==> src/rtl/addsub_pkg.sv <==
// addsub_pkg: opcode and flag types shared by the add/subtract pipeline
package addsub_pkg;
    typedef enum logic [1:0] {ADD = 2'd0, ADC = 2'd1, SUB = 2'd2, SBB = 2'd3} op_e;
    typedef struct packed {
        logic c;
        logic z;
        logic n;
        logic v;
    } flags_t;
endpackage

==> src/rtl/addsub_seg.sv <==
// addsub_seg: combinational W-bit adder slice producing carry-out and a segment-zero flag
module addsub_seg #(
    parameter int W = 8
) (
    input  logic [W-1:0] a,
    input  logic [W-1:0] b,
    input  logic         cin,
    output logic [W-1:0] sum,
    output logic         cout,
    output logic         zero
);
    assign {cout, sum} = {1'b0, a} + {1'b0, b} + {{W{1'b0}}, cin};
    assign zero = ~|sum;
endmodule

==> src/rtl/addsub_pipe.sv <==
// addsub_pipe: segmented-carry pipelined add/subtract with Z/N/C/V flags and valid/ready handshake
// Define ADDSUB_PIPE_OVF_EN to compute v; otherwise v is tied low.
module addsub_pipe
    import addsub_pkg::*;
#(
    parameter int WIDTH = 32,
    parameter int SEG   = 8
) (
    input  logic             clk,
    input  logic             rst,
    input  logic             in_valid,
    output logic             in_ready,
    input  op_e              op,
    input  logic [WIDTH-1:0] a,
    input  logic [WIDTH-1:0] b,
    input  logic             cin,
    output logic             out_valid,
    input  logic             out_ready,
    output logic [WIDTH-1:0] sum,
    output logic             cout,
    output logic             z,
    output logic             n,
    output logic             v
);
    localparam int STAGES = WIDTH / SEG;
    if (WIDTH < 2 || WIDTH % SEG != 0) begin : g_chk
        $error("addsub_pipe: WIDTH must be >= 2 and a multiple of SEG");
    end
    logic             adv;
    logic [WIDTH-1:0] bx;
    logic             c0;
    flags_t           fl;
    assign adv      = !out_valid || out_ready;
    assign in_ready = adv;
    assign bx = (op == SUB || op == SBB) ? ~b : b;
    assign c0 = (op == ADD) ? 1'b0 : (op == SUB) ? 1'b1 : cin;
    // Rank k holds the low k+1 sum segments plus the still-unconsumed operand segments above them.
    for (genvar k = 0; k < STAGES; k++) begin : stg
        localparam int LO = k * SEG;
        localparam int RW = WIDTH - LO;
        logic [RW-1:0]     ai, bi;
        logic              ci, zi, vi, co, zo, vld, c, za;
        logic [SEG-1:0]    so;
        logic [LO+SEG-1:0] sn, s;
        if (k == 0) begin : src
            assign ai = a;
            assign bi = bx;
            assign ci = c0;
            assign zi = 1'b1;
            assign vi = in_valid;
            assign sn = so;
        end else begin : src
            assign ai = stg[k-1].opr.ra;
            assign bi = stg[k-1].opr.rb;
            assign ci = stg[k-1].c;
            assign zi = stg[k-1].za;
            assign vi = stg[k-1].vld;
            assign sn = {so, stg[k-1].s};
        end
        addsub_seg #(.W(SEG)) u_seg (
            .a    (ai[SEG-1:0]),
            .b    (bi[SEG-1:0]),
            .cin  (ci),
            .sum  (so),
            .cout (co),
            .zero (zo)
        );
        always_ff @(posedge clk) begin
            if (rst) begin
                vld <= 1'b0;
                c   <= 1'b0;
                za  <= 1'b0;
                s   <= '0;
            end else if (adv) begin
                vld <= vi;
                c   <= co;
                za  <= zi & zo;
                s   <= sn;
            end
        end
        if (k < STAGES - 1) begin : opr
            logic [RW-SEG-1:0] ra, rb;
            always_ff @(posedge clk) begin
                if (rst) begin
                    ra <= '0;
                    rb <= '0;
                end else if (adv) begin
                    ra <= ai[RW-1:SEG];
                    rb <= bi[RW-1:SEG];
                end
            end
        end
    end
`ifdef ADDSUB_PIPE_OVF_EN
    logic vr;
    always_ff @(posedge clk) begin
        if (rst)
            vr <= 1'b0;
        else if (adv)
            vr <= (stg[STAGES-1].ai[SEG-1] == stg[STAGES-1].bi[SEG-1]) &&
                  (stg[STAGES-1].so[SEG-1] != stg[STAGES-1].ai[SEG-1]);
    end
    assign fl.v = vr;
`else
    assign fl.v = 1'b0;
`endif
    assign out_valid = stg[STAGES-1].vld;
    assign sum       = stg[STAGES-1].s;
    assign fl.c      = stg[STAGES-1].c;
    assign fl.z      = stg[STAGES-1].za;
    assign fl.n      = sum[WIDTH-1];
    assign cout      = fl.c;
    assign z         = fl.z;
    assign n         = fl.n;
    assign v         = fl.v;
endmodule

==> config.mk <==
export PLATFORM = sky130hd
export DESIGN_NAME = addsub_pipe
export DESIGN_NICKNAME = d
export VERILOG_FILES = /design/src/rtl/addsub_pkg.sv /design/src/rtl/addsub_seg.sv /design/src/rtl/addsub_pipe.sv
export SDC_FILE = /design/constraint.sdc
export NUM_CORES = 1
export LEC_CHECK = 0
export BUFFER_PORTS_ARGS = -buffer_cell sky130_fd_sc_hd__buf_4
export CORE_UTILIZATION = 44
export CTS_BUF_LIST = sky130_fd_sc_hd__clkbuf_4 sky130_fd_sc_hd__clkbuf_8 sky130_fd_sc_hd__clkbuf_16
export DETAILED_ROUTE_END_ITERATION = 8
export GPL_TIMING_DRIVEN = 0
export PLACE_DENSITY_LB_ADDON = 0.08
export SKIP_LAST_GASP = 1
export SYNTH_ARGS = -nofsm -noshare
export SYNTH_HDL_FRONTEND = slang
export SYNTH_SLANG_ARGS = --single-unit
==> constraint.sdc <==
create_clock -name clk -period 3 [get_ports clk]
set_input_delay 0.15 -clock clk [delete_from_list [all_inputs] [get_ports clk]]
set_output_delay 0.15 -clock clk [all_outputs]
set_load 0.03 [all_outputs]
After elaboration in Yosys (flattened, before gate mapping)
Cells that the tools add are included.
- bits in registers: 188
- bits of input ports: 71
- output and inout bits: 38
- word-level logic and storage cells: 51
- add/sub/neg operators: 8
- eq/ne operators: 2
- muxes and demuxes: 3
- bitwise logic cells: 4
- reduce and logical (&&, ||, !) cells: 12
- operators with widths (operator ; number):
    $add 8x8->9 ; 4
    $add 9x1->9 ; 4
    $mux 32 ; 1
    $not 32->32 ; 1
    $reduce_or 8->1 ; 4
    $logic_not 1->1 ; 5
    $eq 2x2->1 const B ; 2
    $and 1x1->1 ; 3
    $logic_not 2->1 ; 1
    $logic_or 1x1->1 ; 2
    $mux 1 ; 2

Longest topological paths before layout
- depth after elaboration: 7
- depth in mapped cells: 11
- depth with buffers taken out: 9

Cells and area by module
A second synthesis with hierarchy kept.
- cells, all modules: 1019
- area, all modules: 8371.8 um^2
- by module, submodules not included (module ; times used ; cells each ; area an instance (um^2) ; sequential area each (um^2)):
    addsub_pipe ; 1 ; 831 ; 6896.6 ; 3763.6
    addsub_seg at stg[1].u_seg ... ; 2 ; 47 ; 370.4 ; 0.0
    addsub_seg at stg[0].u_seg ; 1 ; 47 ; 371.6 ; 0.0
    addsub_seg at stg[3].u_seg ; 1 ; 47 ; 362.8 ; 0.0

Worst setup path after synthesis
OpenSTA, ideal clock, no wires.
- path kind: input-to-reg
- start: in op[1]
- end: reg stg[0].za
- library setup time: 0.117 ns
- data arrival time: 2.325 ns
- data required time: 2.883 ns
- slack: 0.559 ns
- stages on the path: 10
- path buffers: 2
- cells stage by stage: clkbuf_1 > buf_2 > xnor2_1 > fa_1 > fa_1 > nor2b_1 > o31ai_1 > a211oi_1 > a211oi_1 > a22o_1
- cells in the longest elaborated chain, start to end: 7
- elaborated cells on any way between the ends: 11
- those cells by class: add/sub: 2; eq/ne: 2; mux: 3; reduce/logical: 4
- ends and longest elaborated chain (item ; RTL line ; RTL):
    from (decl) ; addsub_pipe.sv:13 ; input op_e op,
    $eq 2x2->1 (on tied branches) ; addsub_pipe.sv:35, addsub_pipe.sv:36 ;
    $logic_or 1x1->1 ; addsub_pipe.sv:35 ; assign bx = (op == SUB || op == SBB) ? ~b : b;
    $mux 32 ; addsub_pipe.sv:35 ;
    $add 8x8->9 ; addsub_seg.sv:12 ; assign {cout, sum} = {1'b0, a} + {1'b0, b} + {{W{1'b0}}, cin};
    $add 9x1->9 * ; addsub_seg.sv:12 ;
    $reduce_or 8->1 * ; addsub_seg.sv:13 ; assign zero = ~|sum;
    $logic_not 1->1 * ; addsub_seg.sv:13 ;
    to (signal assigned) ; addsub_pipe.sv:77 ; za <= zi & zo;
    to (decl) ; addsub_pipe.sv:42 ; logic ci, zi, vi, co, zo, vld, c, za;
Mark *: on every way between the ends. The rest lies on a longest branch, timed or not.
A chain may end at the register's enable or synchronous reset.

Final worst setup path
- start: reg stg[0].c
- end: reg stg[1].za
- cells in the longest elaborated chain, start to end: 4
- ends and longest elaborated chain (item ; RTL line ; RTL):
    from (decl) ; addsub_pipe.sv:42 ;
    from (signal assigned) ; addsub_pipe.sv:76 ; c <= co;
    $add 9x1->9 ; addsub_seg.sv:12 ;
    $reduce_or 8->1 ; addsub_seg.sv:13 ;
    $logic_not 1->1 ; addsub_seg.sv:13 ;
    $and 1x1->1 ; addsub_pipe.sv:77 ;
    to (signal assigned) ; addsub_pipe.sv:77 ;
    to (decl) ; addsub_pipe.sv:42 ;
Every way passes these cells.

==> metrics.yaml <==
layout:
  final_cell_mix: "nand2_1 (301), dfxtp_1 (188), a21oi_1 (163)"
  fin_cells: 1367
  area_delta_synth_final_pct: 23.9
  diodes: 0
  final_common_cell: "nand2_1"
  fin_nets: 1236
  nFillCells: 1728
  drive_above_1_share: 0.136
  ff_latch_area_mm2: 0.00376
  multi_input_area_mm2: 0.00390
sta:
  hold_violations: 0
  fin_crit_ps: 2540
  fmax_mhz: 394
  finalClockSkew_ps: 12.8
  grt_setup_unrepaired: "no"
  layout_setup_ws_ps: 464
  setup_viol: 0
  finalCritPeriodShare: 0.845
  fin_setup_tns_ps: 0
  tightest_slew_ps: 683
  slew_headroom: 0.545
  slew_viol_final: 0
routing:
  postRouteAntennaNets: 0
  routedWlPerCell_um: 14.3
  viasPerCell: 4.97
  vias: 6796
  drt-total-wl_mm: 19.6
  drtPass1Iterations: 5
  first_iter_violations: 373
  drc: 0
clocking:
  post_cts_buffers: 0
  htree_levels: 4
  cts_tree: "done"
  cts.path.max_buffers: 2
  clk_pin_slew_worst_paths_ps: 70
  cts-root-buf: "clkbuf_16"
  cts_sinks: 188
  clock_latency_ps: 430
  cts_buffers: 17
synthesis:
  synth_warnings: 0
  yosys_most_used_dff: "dfxtp_1"
  post_synth.cell_area_avg_um2: 8.11
  ys_seq_area_frac: 0.472
  synth_cell_types: 44
  synth_fp_nets: 1089
  async_reset_ff_frac: 0
  synth_seq_cells: 188
  synth_edf_count: 0
  synth_area_mm2: 0.00797
  synthCells: 982
flow_run:
  cap_violations: 0
floorplanning:
  start_util: 0.456
  die_w_um: 137
  core-area_mm2: 0.0175
  die_y_um: 137
  ios: 109
  die_area_mm2: 0.0187
  rows: 48
pwr:
  power_frac_seq: 0.476
  max-vdd-ir-drop_uv: 424
  p_leak_nw: 4.06
  p_comb_frac: 0.126
  sw_frac_of_total: 0.254
  internal-power_mw: 4.34
  totalPowerFinal_mw: 5.81
  pwr-share-clk: 0.398
  p_per_area_mw_per_mm2: 589
  switchingPower_mw: 1.48
setup_path:
  critPathRequiredTime_ps: 3380
  end_kind: "register"
  cp_max_fo: 3
  reg2reg_from: "stg[0].c"
  critPathArrivalTime_ps: 2920
  crit_type: "reg2reg"
  critPathLaunchType: "register"
  startpoint: "stg[0].c"
min_path:
  min_path_type: "in2reg"
  worstHoldStart: "a[16]"
grt:
  grt_remaining_overflow: 0
  grt_max_degree: 17
  grt_pass1_vias: 6218
  grtUsageMet3: 0.0337
  grt_pass1_wl_mm: 31.3
  busiest_layer: "met2"
  use_met2: 0.333
  grt_antenna_before_repair: 0
  use_met1: 0.319
  grt_usage: 0.219
placed_design:
  io_buffers: 105
  post-place-ws_ps: 88.8
  dp_hpwl_mm: 14.7
  post-place-cells: 1312
  gp_congestion: 0.877
status:
  status: "finished clean"
## power groups by stage
stage	logic, mW	clock network (mW)	registers, mW
after floorplan	0.449	0	2.82
after global placement	0.701	0	2.82
after detailed placement	0.705	0	2.82
after CTS	0.734	2.35	2.76
after global routing	0.817	2.45	2.78
final	0.734	2.31	2.76
## final cells by class
| cell class | count | share of cell area |
|---|---|---|
| inverters | 9 | 0.00342 |
| clock buffers | 19 | 0.0446 |
| clock inverters | 13 | 0.0166 |
| multi-input cells | 718 | 0.395 |
| plain buffers | 67 | 0.0275 |
| flip-flops and latches | 188 | 0.381 |
| repair buffers | 128 | 0.103 |
| well taps | 225 | 0.0285 |
## Yosys cell counts, drive strengths merged, types with 2 or more instances
| cell type | instances | area (um^2) |
|---|---|---|
| inv | 9 | 33.8 |
| fa | 8 | 160 |
| mux2i | 2 | 20.0 |
| nand2 | 301 | 1130 |
| a21o | 6 | 45.0 |
| xnor2 | 43 | 377 |
| nor2b | 4 | 25.0 |
| o21bai | 6 | 45.0 |
| a21oi | 164 | 825 |
| clkbuf | 48 | 180 |
| o21ai | 14 | 73.8 |
| nand4 | 2 | 12.5 |
| nor3 | 10 | 50.1 |
| dfxtp | 188 | 3760 |
| a211oi | 43 | 323 |
| or4 | 2 | 18.8 |
| xor2 | 8 | 70.1 |
| buf | 19 | 91.3 |
| o31ai | 2 | 20.0 |
| nor4 | 2 | 12.5 |
| o21a | 2 | 15.0 |
| nand3 | 3 | 15.0 |
| nand2b | 2 | 12.5 |
| nor2 | 53 | 199 |
| a22o | 2 | 17.5 |
| ha | 28 | 350 |
## flip-flops by register name, summed over array words and instances (netlist names)
signal,count
cout,1
stg.opr.rb,48
stg.vld,3
out_valid,1
stg.s,48
z,1
stg.c,3
stg.opr.ra,48
stg.za,3
sum,32
## through the flow
step | hold slack [ps] | instance area, um^2 | util
global route | 3.65 | 9870 | 0.565
global placement | 412 | 9040 | 0.517
detailed placement | 410 | 9040 | 0.517
finish | 2.91 | 9870 | 0.565
CTS | 3.61 | 9870 | 0.565
floorplan | 290 | 7970 | -
## what timing repair did
item	CTS	global route
hold buffers	23	0
gates resized for setup	0	0
endpoints found under the hold margin	23	0
## worst paths after layout
check / cells after the start / slack, ps / endpoint
min reg2reg: 2 / 450 / sum[1]
min: 3 / 3 / stg[0].opr.ra[8]
max reg2reg: 8 / 460 / stg[1].za
max: 8 / 460 / stg[1].za
## worst max-delay path, stage by stage (launching register included)
cell	delay [ps]
dfxtp_1	330
fa_1	480
fa_1	450
a211oi_1	230
o21bai_1	110
a21oi_1	220
xnor2_1	140
nor4_1	330
a31o_2	200
## kinds of logic after synthesis
| family | synth area share |
|---|---|
| AO/OA/AOI/OAI | 0.177 |
| XOR/XNOR | 0.0561 |
| adder cells (fa/ha/maj) | 0.0641 |
| buffers and inverters | 0.0383 |
| flip-flops | 0.472 |
| multiplexers | 0.00251 |
| other | 0.000471 |
| AND/OR/NAND/NOR | 0.189 |
## per-layer routing
layer / vias to the layer above / part of all wire
li1: 3577 / -
met1: 3062 / 0.52
met2: 144 / 0.43
met3: 13 / 0.043
met4: 0 / 0.0093
met5: - / 0
No activity file was read; power rests on OpenSTA's default activity.
